$ cat config.mk
export PLATFORM = sky130hd
export DESIGN_NAME = chip8_writeback
export DESIGN_NICKNAME = d
export VERILOG_FILES = /design/src/rtl/chip8_writeback.sv
export SDC_FILE = /design/constraint.sdc
export NUM_CORES = 1
export LEC_CHECK = 0
export CAP_MARGIN = 25
export CORE_UTILIZATION = 43
export CTS_CLUSTER_DIAMETER = 150
export DETAILED_ROUTE_END_ITERATION = 16
export HOLD_SLACK_MARGIN = 0.12
export PLACE_DENSITY = 0.81
export RECOVER_POWER = 25
export SYNTH_ARGS = -nofsm -noshare
export SYNTH_HDL_FRONTEND = slang
export SYNTH_SLANG_ARGS = --single-unit
$ cat constraint.sdc
create_clock -name clk -period 2.85 [get_ports clk]
set_input_delay 0.285 -clock clk [delete_from_list [all_inputs] [get_ports clk]]
set_output_delay 0.285 -clock clk [all_outputs]
set_load 0.02 [all_outputs]
$ cat src/rtl/chip8_writeback.sv
// CHIP-8 writeback stage: retires execute results into the V register file write port,
// sequences the VF flag second write and the FX65 load burst, and owns the I register.
module chip8_writeback #(
    parameter int DATA_W = 8,
    parameter int NREGS  = 16,
    parameter int I_W    = 16,
    parameter int I_INC  = 0,
    localparam int RA_W  = $clog2(NREGS)
) (
    input  logic              clk,
    input  logic              rst,
    input  logic              in_valid,
    output logic              in_ready,
    input  logic [1:0]        in_op,
    input  logic [RA_W-1:0]   in_rd,
    input  logic [DATA_W-1:0] in_data,
    input  logic              in_flag_we,
    input  logic              in_flag,
    input  logic [I_W-1:0]    in_i_data,
    input  logic              mem_valid,
    output logic              mem_ready,
    input  logic [DATA_W-1:0] mem_data,
    output logic              rf_we,
    output logic [RA_W-1:0]   rf_waddr,
    output logic [DATA_W-1:0] rf_wdata,
    output logic [I_W-1:0]    i_reg,
    output logic              retire
);

    typedef enum logic [1:0] {
        ST_IDLE  = 2'd0,
        ST_FLAG  = 2'd1,
        ST_BURST = 2'd2
    } state_t;

    localparam logic [1:0]      OP_NONE  = 2'd0;
    localparam logic [1:0]      OP_REG   = 2'd1;
    localparam logic [1:0]      OP_IREG  = 2'd2;
    localparam logic [1:0]      OP_BURST = 2'd3;
    localparam logic [RA_W-1:0] FLAG_IDX = RA_W'(NREGS - 1);
    localparam logic            INC_EN   = (I_INC != 0);

    state_t            state_q, state_d;
    logic              rf_we_q, rf_we_d;
    logic [RA_W-1:0]   rf_waddr_q, rf_waddr_d;
    logic [DATA_W-1:0] rf_wdata_q, rf_wdata_d;
    logic [I_W-1:0]    i_q, i_d;
    logic              retire_q, retire_d;
    logic [RA_W-1:0]   cnt_q, cnt_d;
    logic [RA_W-1:0]   x_q, x_d;
    logic              flag_q, flag_d;
    logic              accept_s;
    logic              last_beat_s;

    assign in_ready    = (state_q == ST_IDLE) && rst;
    assign mem_ready   = (state_q == ST_BURST) && rst;
    assign accept_s    = in_valid && in_ready;
    assign last_beat_s = mem_valid && (cnt_q == x_q);

    assign rf_we    = rf_we_q;
    assign rf_waddr = rf_waddr_q;
    assign rf_wdata = rf_wdata_q;
    assign i_reg    = i_q;
    assign retire   = retire_q;

    // State and registered outputs; reset drops any pending flag/burst work.
    always_ff @(posedge clk) begin
        if (!rst) begin
            state_q    <= ST_IDLE;
            rf_we_q    <= 1'b0;
            rf_waddr_q <= '0;
            rf_wdata_q <= '0;
            i_q        <= '0;
            retire_q   <= 1'b0;
            cnt_q      <= '0;
            x_q        <= '0;
            flag_q     <= 1'b0;
        end else begin
            state_q    <= state_d;
            rf_we_q    <= rf_we_d;
            rf_waddr_q <= rf_waddr_d;
            rf_wdata_q <= rf_wdata_d;
            i_q        <= i_d;
            retire_q   <= retire_d;
            cnt_q      <= cnt_d;
            x_q        <= x_d;
            flag_q     <= flag_d;
        end
    end

    // Next-state selection.
    always_comb begin
        state_d = state_q;
        case (state_q)
            ST_IDLE: begin
                if (accept_s && in_op == OP_BURST) begin
                    state_d = ST_BURST;
                end else if (accept_s && in_op == OP_REG && in_flag_we) begin
                    state_d = ST_FLAG;
                end else begin
                    state_d = ST_IDLE;
                end
            end
            ST_FLAG:  state_d = ST_IDLE;
            ST_BURST: begin
                if (last_beat_s) begin
                    state_d = ST_IDLE;
                end else begin
                    state_d = ST_BURST;
                end
            end
            default:  state_d = ST_IDLE;
        endcase
    end

    // Write port, retire, I register and burst bookkeeping; address/data hold when idle.
    always_comb begin
        rf_we_d    = 1'b0;
        rf_waddr_d = rf_waddr_q;
        rf_wdata_d = rf_wdata_q;
        i_d        = i_q;
        retire_d   = 1'b0;
        cnt_d      = cnt_q;
        x_d        = x_q;
        flag_d     = flag_q;
        case (state_q)
            ST_IDLE: begin
                if (accept_s) begin
                    case (in_op)
                        OP_NONE: retire_d = 1'b1;
                        OP_REG: begin
                            rf_we_d    = 1'b1;
                            rf_waddr_d = in_rd;
                            rf_wdata_d = in_data;
                            retire_d   = !in_flag_we;
                            flag_d     = in_flag;
                        end
                        OP_IREG: begin
                            i_d      = in_i_data;
                            retire_d = 1'b1;
                        end
                        OP_BURST: begin
                            cnt_d = '0;
                            x_d   = in_rd;
                        end
                        default: retire_d = 1'b0;
                    endcase
                end else begin
                    retire_d = 1'b0;
                end
            end
            ST_FLAG: begin
                rf_we_d    = 1'b1;
                rf_waddr_d = FLAG_IDX;
                rf_wdata_d = {{(DATA_W-1){1'b0}}, flag_q};
                retire_d   = 1'b1;
            end
            ST_BURST: begin
                if (mem_valid) begin
                    rf_we_d    = 1'b1;
                    rf_waddr_d = cnt_q;
                    rf_wdata_d = mem_data;
                    cnt_d      = cnt_q + RA_W'(1);
                    retire_d   = last_beat_s;
                    // COSMAC quirk: I advances past the loaded registers, wrapping at 2^I_W.
                    if (last_beat_s && INC_EN) begin
                        i_d = i_q + I_W'(x_q) + I_W'(1);
                    end else begin
                        i_d = i_q;
                    end
                end else begin
                    rf_we_d = 1'b0;
                end
            end
            default: rf_we_d = 1'b0;
        endcase
    end

endmodule

# --- After elaboration in Yosys (flattened, before gate mapping) ---
# Cells that the tools add are included.
op_classes:
  add_sub_neg: 1
  n_eq_ne: 10
  n_reduce_logical: 18
  mux: 24
ops:
  columns: ["cell", "count"]
  rows:
  - ["4-bit two-way mux", 6]
  - ["8-bit two-way mux", 3]
  - ["8-bit one-hot mux with 3 select lines", 1]
  - ["4-bit one-hot mux with 3 select lines", 1]
  - ["3-bit AND reduction", 3]
  - ["4-bit one-hot mux with 2 select lines", 1]
  - ["4-bit AND reduction", 2]
  - ["1-bit logical AND", 7]
  - ["2-bit == test (second input constant)", 3]
  - ["1-bit two-way mux", 6]
  - ["1-bit one-hot mux with 3 select lines", 2]
  - ["4-bit by 1-bit adder with 4-bit output (second input constant)", 1]
  - ["2-bit by 1-bit == test with 1-bit output (second input constant)", 2]
  - ["4-bit == test", 1]
  - ["2-bit logical NOT", 2]
  - ["2-bit two-way mux", 2]
  - ["2-bit by 1-bit inequality test with 1-bit output (second input constant)", 2]
  - ["2-bit inequality test (second input constant)", 2]
  - ["2-bit one-hot mux with 2 select lines", 1]
  - ["3-bit nonzero test", 1]
  - ["1-bit one-hot mux with 2 select lines", 1]
  - ["2-bit nonzero test", 1]
  - ["2-bit OR reduction", 1]
  - ["1-bit logical NOT", 1]
word_totals:
  out_inout_bits: 32
  inputBits: 44
  regBits: 41

# --- Logic depth before layout (Yosys ltp) ---
logic_depth:
  ltp_word: 8
  ltp_mapped: 8
  mapped_depth_nobuf: 6

# --- Worst setup path before layout ---
# No wires, ideal clock.
synth_timing:
  path_type: "register to register"
  from: "register state_q[0]"
  to: "register rf_wdata_q[2] (netlist: rf_wdata[2])"
  n_path_buf: 1
  arrival_ns: 1.848
  path_slack_ns: 0.885
  period_less_slack_ns: 1.965
  path_stages_with_launch: 8
  cell_sequence: "dfxtp_1 -> inv_1 -> ha_1 -> a21boi_1 -> a2111oi_4 -> buf_6 -> nand2_1 -> o211a_1"
synth_between:
  elab_chain_len: 5
  word_cells_on_any_way: 11
  cone_classes: "eq/ne: 5; mux: 1; reduce/logical: 5"
synth_rtl:
  columns: ["element", "line_no", "text"]
  rows:
  - ["from (decl)", "43", "state_t state_q, state_d;"]
  - ["from (signal assigned)", "79", "state_q <= state_d;"]
  - ["2-bit logical NOT", "55, 126", null]
  - ["1-bit logical AND", "55", "assign in_ready = (state_q == ST_IDLE) && rst;"]
  - ["1-bit logical AND", "57", "assign accept_s = in_valid && in_ready;"]
  - ["2-bit inequality test (no line)", null, null]
  - ["4-bit AND reduction (no line)", null, null]
  - ["to (signal assigned)", "82", "rf_wdata_q <= rf_wdata_d;"]
  - ["to (decl)", "46", "logic [DATA_W-1:0] rf_wdata_q, rf_wdata_d;"]
# Several ways; a longest one is shown, not always the timed one.
# A chain may end at the register's enable or synchronous reset.

# --- Worst setup path after layout ---
layout_timing:
  from: "register state_q[0]"
  to: "output port mem_ready"
layout_between:
  elab_chain_len: 2
layout_rtl:
  columns: ["element", "line_no", "text"]
  rows:
  - ["2-bit == test", "56", "assign mem_ready = (state_q == ST_BURST) && rst;"]
  - ["1-bit logical AND", "56", null]
  - ["to (decl)", "21", "output logic mem_ready,"]
# Every way passes these cells.

==> impl_metrics.csv <==
group,metric,value,unit
hold_path,hold_class,"flop to flop",
route,routed_wl,4410,um
timing,rsz0062_at_grt,"no",
placed_design,place.gp.congestion,0.753,
global_route,grt_pass1_vias,1612,
critical_path,startpoint_type,"flop",
synth,syn_area_per_cell,8.79,um^2
final_layout,n_antenna_cell,0,
synth,async_flop_share,0,
placed_design,postPlaceCellArea,2720,um^2
clocking,cts_buffers,5,
critical_path,reg2reg_depth,7,
global_route,grt_antenna_before_repair,0,
synth,netlist_area,1930,um^2
global_route,track_usage,0.187,
synth,synth-edff-count,0,
route,ant_nets,0,
synth,synthMuxAreaShare,0.0518,
flow_run,max_cap_violations,0,
critical_path,crit_arrival,2.08,ns
synth,ys_ff_latch,41,
route,drt-initial-drc-count,62,
synth,netlist_top_cells_area,"dfxtp_1 42%, nand2_1 8.0%, a21boi_0 7.8%",
route,vias,1775,
die,core,4320,um^2
final_layout,fillCellCount,377,
timing,timing.fmax,423,MHz
die,die_x,69.1,um
timing,finalCritPeriodShare,0.830,
timing,skew,0.0134,ns
critical_path,crit_path_max_fanout,18,
timing,setup_viol,0,
clocking,cts-resized-gates,0,
synth,synth_top_area_cell,"dfxtp_1",
global_route,grt_pass1_wl,7220,um
timing,period_minus_slack,2.37,ns
clocking,hold_buffers,0,
final_layout,drive_gt1_frac,0.0475,
clocking,clock_path_buffers,2,
hold_path,holdPathEnd,"i_reg[3]$_SDFFE_PN0P_",
die,start_util,0.447,
final_layout,final_cells,347,
synth,synth_top_family_by_area,"simple AND/OR/NAND/NOR gates",
final_layout,final_nets,343,
synth,yosys_warnings,0,
timing,tightest_slew,0.622,ns
global_route,grt_max_degree,25,
critical_path,end_kind,"primary output",
synth,synth_fa_ha_area_frac,0.0324,
die,dieArea,4770,um^2
final_layout,fin_area,2840,um^2
synth,synth_top_area_share,0.425,
route,drc_errors,0,
synth,synthSimpleGateAreaFrac,0.236,
die,ios,76,
synth,synth_xor_area_frac,0.0181,
timing,setup_slack,0.484,ns
die,rows,24,
placed_design,placed_cells,339,
clocking,htree_levels,2,
synth,synth_commonest_cells,"41 x dfxtp_1, 41 x nand2_1, 20 x a21boi_0",
die,die_h,69.1,um
critical_path,path_class,"flop to primary output",
clocking,clk_pin_slew,0.08,ns
clocking,cts_num_sinks,41,
route,via_per_inst,5.12,
timing,relSlewSlack,0.584,
final_layout,seqCellArea,821,um^2
global_route,grt_overflow,0,
clocking,cts_setup_buffers,0,
placed_design,hpwl,3170,um
critical_path,reg2reg_slack,0.79,ns
status,status,"finished, final reports clean",
critical_path,timing.rr.start,"state_q[0]$_SDFF_PN0_",
synth,synth_flop_cell,"dfxtp_1",
synth,synth_nets,269,
timing,timing.final.max_slew_violations,0,
final_layout,largest_reg_flops,16,
critical_path,crit_required,2.57,ns
hold_path,hp-start,"i_reg[3]$_SDFFE_PN0P_",
placed_design,dpl_worst_slack,0.773,ns
synth,synth-seq-area-share,0.425,
timing,hold_viol_final,0,
clocking,insertion_delay,0.30,ns
placed_design,port_buffers,75,
clocking,tritoncts,"yes",
synth,synth_cell_type_count,31,
route,drt_pass1_iterations,4,
power_and_ir_drop,irDropWorstVdd,0.325,mV
power_and_ir_drop,cellPowerDensity,456,nW/um^2
route,wl_per_cell,12.7,um
final_layout,multiInputGateArea,1040,um^2
power_and_ir_drop,p_leak,1.17,nW
final_layout,area_growth,46.9,%
clocking,clockRootBuffer,"clkbuf_8",
synth,synth_compound_area_frac,0.201,
hold_path,hold_depth,2,
synth,synthCells,220,
critical_path,r2r_end,"rf_waddr[2]$_SDFFE_PN0P_",
timing,tns,0,ns
cell usage in the layout, fill, tap and decap left out, types with 2 or more instances in the layout:
cell type / netlist / final
and2_1: 3 / 3
mux2i_1: 10 / 10
nor2_1: 6 / 6
nand2_1: 41 / 41
and3_1: 2 / 2
ha_1: 5 / 5
a21oi_1: 16 / 16
nand2b_1: 8 / 8
buf_4: 0 / 4
nand3_1: 9 / 9
nor2b_1: 17 / 17
dfxtp_1: 41 / 41
dlygate4sd3_1: 0 / 16
clkdlybuf4s50_1: 0 / 59
o21ai_0: 2 / 2
xor2_1: 3 / 3
a21boi_0: 20 / 20
inv_1: 4 / 4
nand3b_1: 3 / 3
clkbuf_8: 0 / 6
o211a_1: 7 / 7
routing by layer:
metal / track usage / part of all wire
met5: 0 / 0
met4: 0.0590 / 0.017
met3: 0.0497 / 0.040
met2: 0.315 / 0.49
met1: 0.231 / 0.45
per-stage QoR:
step                       util  hold WS, ns  power (mW)
after floorplan               -        0.407       0.715
after global placement    0.630        0.449       0.825
after global routing      0.657        0.478        1.35
final                     0.657        0.462        1.29
after detailed placement  0.630        0.455       0.826
after CTS                 0.657        0.467        1.31
logic make-up after synthesis:
kind of cell,after synthesis
mux,10
simple gates,92
fa+ha+maj,5
xor+xnor,4
flops,41
compound gates,52
buf+inv,16
area by class of cell:
cell class | count | area share
Sequential cell | 41 | 0.289
Multi-Input combinational cell | 163 | 0.367
Clock buffer | 7 | 0.0304
Inverter | 4 | 0.00529
Clock inverter | 1 | 0.0106
Timing Repair Buffer | 79 | 0.275
Tap cell | 52 | 0.0229
report_power, final:
part / switching (mW) / internal, mW
clock network: 0.199 / 0.286
logic: 0.0910 / 0.119
registers: 0.00886 / 0.591
worst max path at each step:
| stage | from | to | depth (start not counted) |
|---|---|---|---|
| 6_report | state_q[0]$_SDFF_PN0_ | mem_ready | 5 |
| 5_1_grt | state_q[0]$_SDFF_PN0_ | mem_ready | 5 |
| 4_1_cts | state_q[0]$_SDFF_PN0_ | mem_ready | 5 |
| 3_5_place_dp | rst | rf_waddr[2]$_SDFFE_PN0P_ | 6 |
| 3_3_place_gp | rst | rf_waddr[2]$_SDFFE_PN0P_ | 6 |
| 2_1_floorplan | state_q[0]$_SDFF_PN0_ | rf_wdata[2]$_SDFFE_PN0P_ | 7 |
critical path: stages, from the launching register on:
cell	delay (ns)
dfxtp_1	0.34
inv_1	0.08
ha_1	0.52
nand2_1	0.17
inv_1	0.08
clkdlybuf4s50_1	0.59
Note: power is estimated with default switching activity, not from simulation.
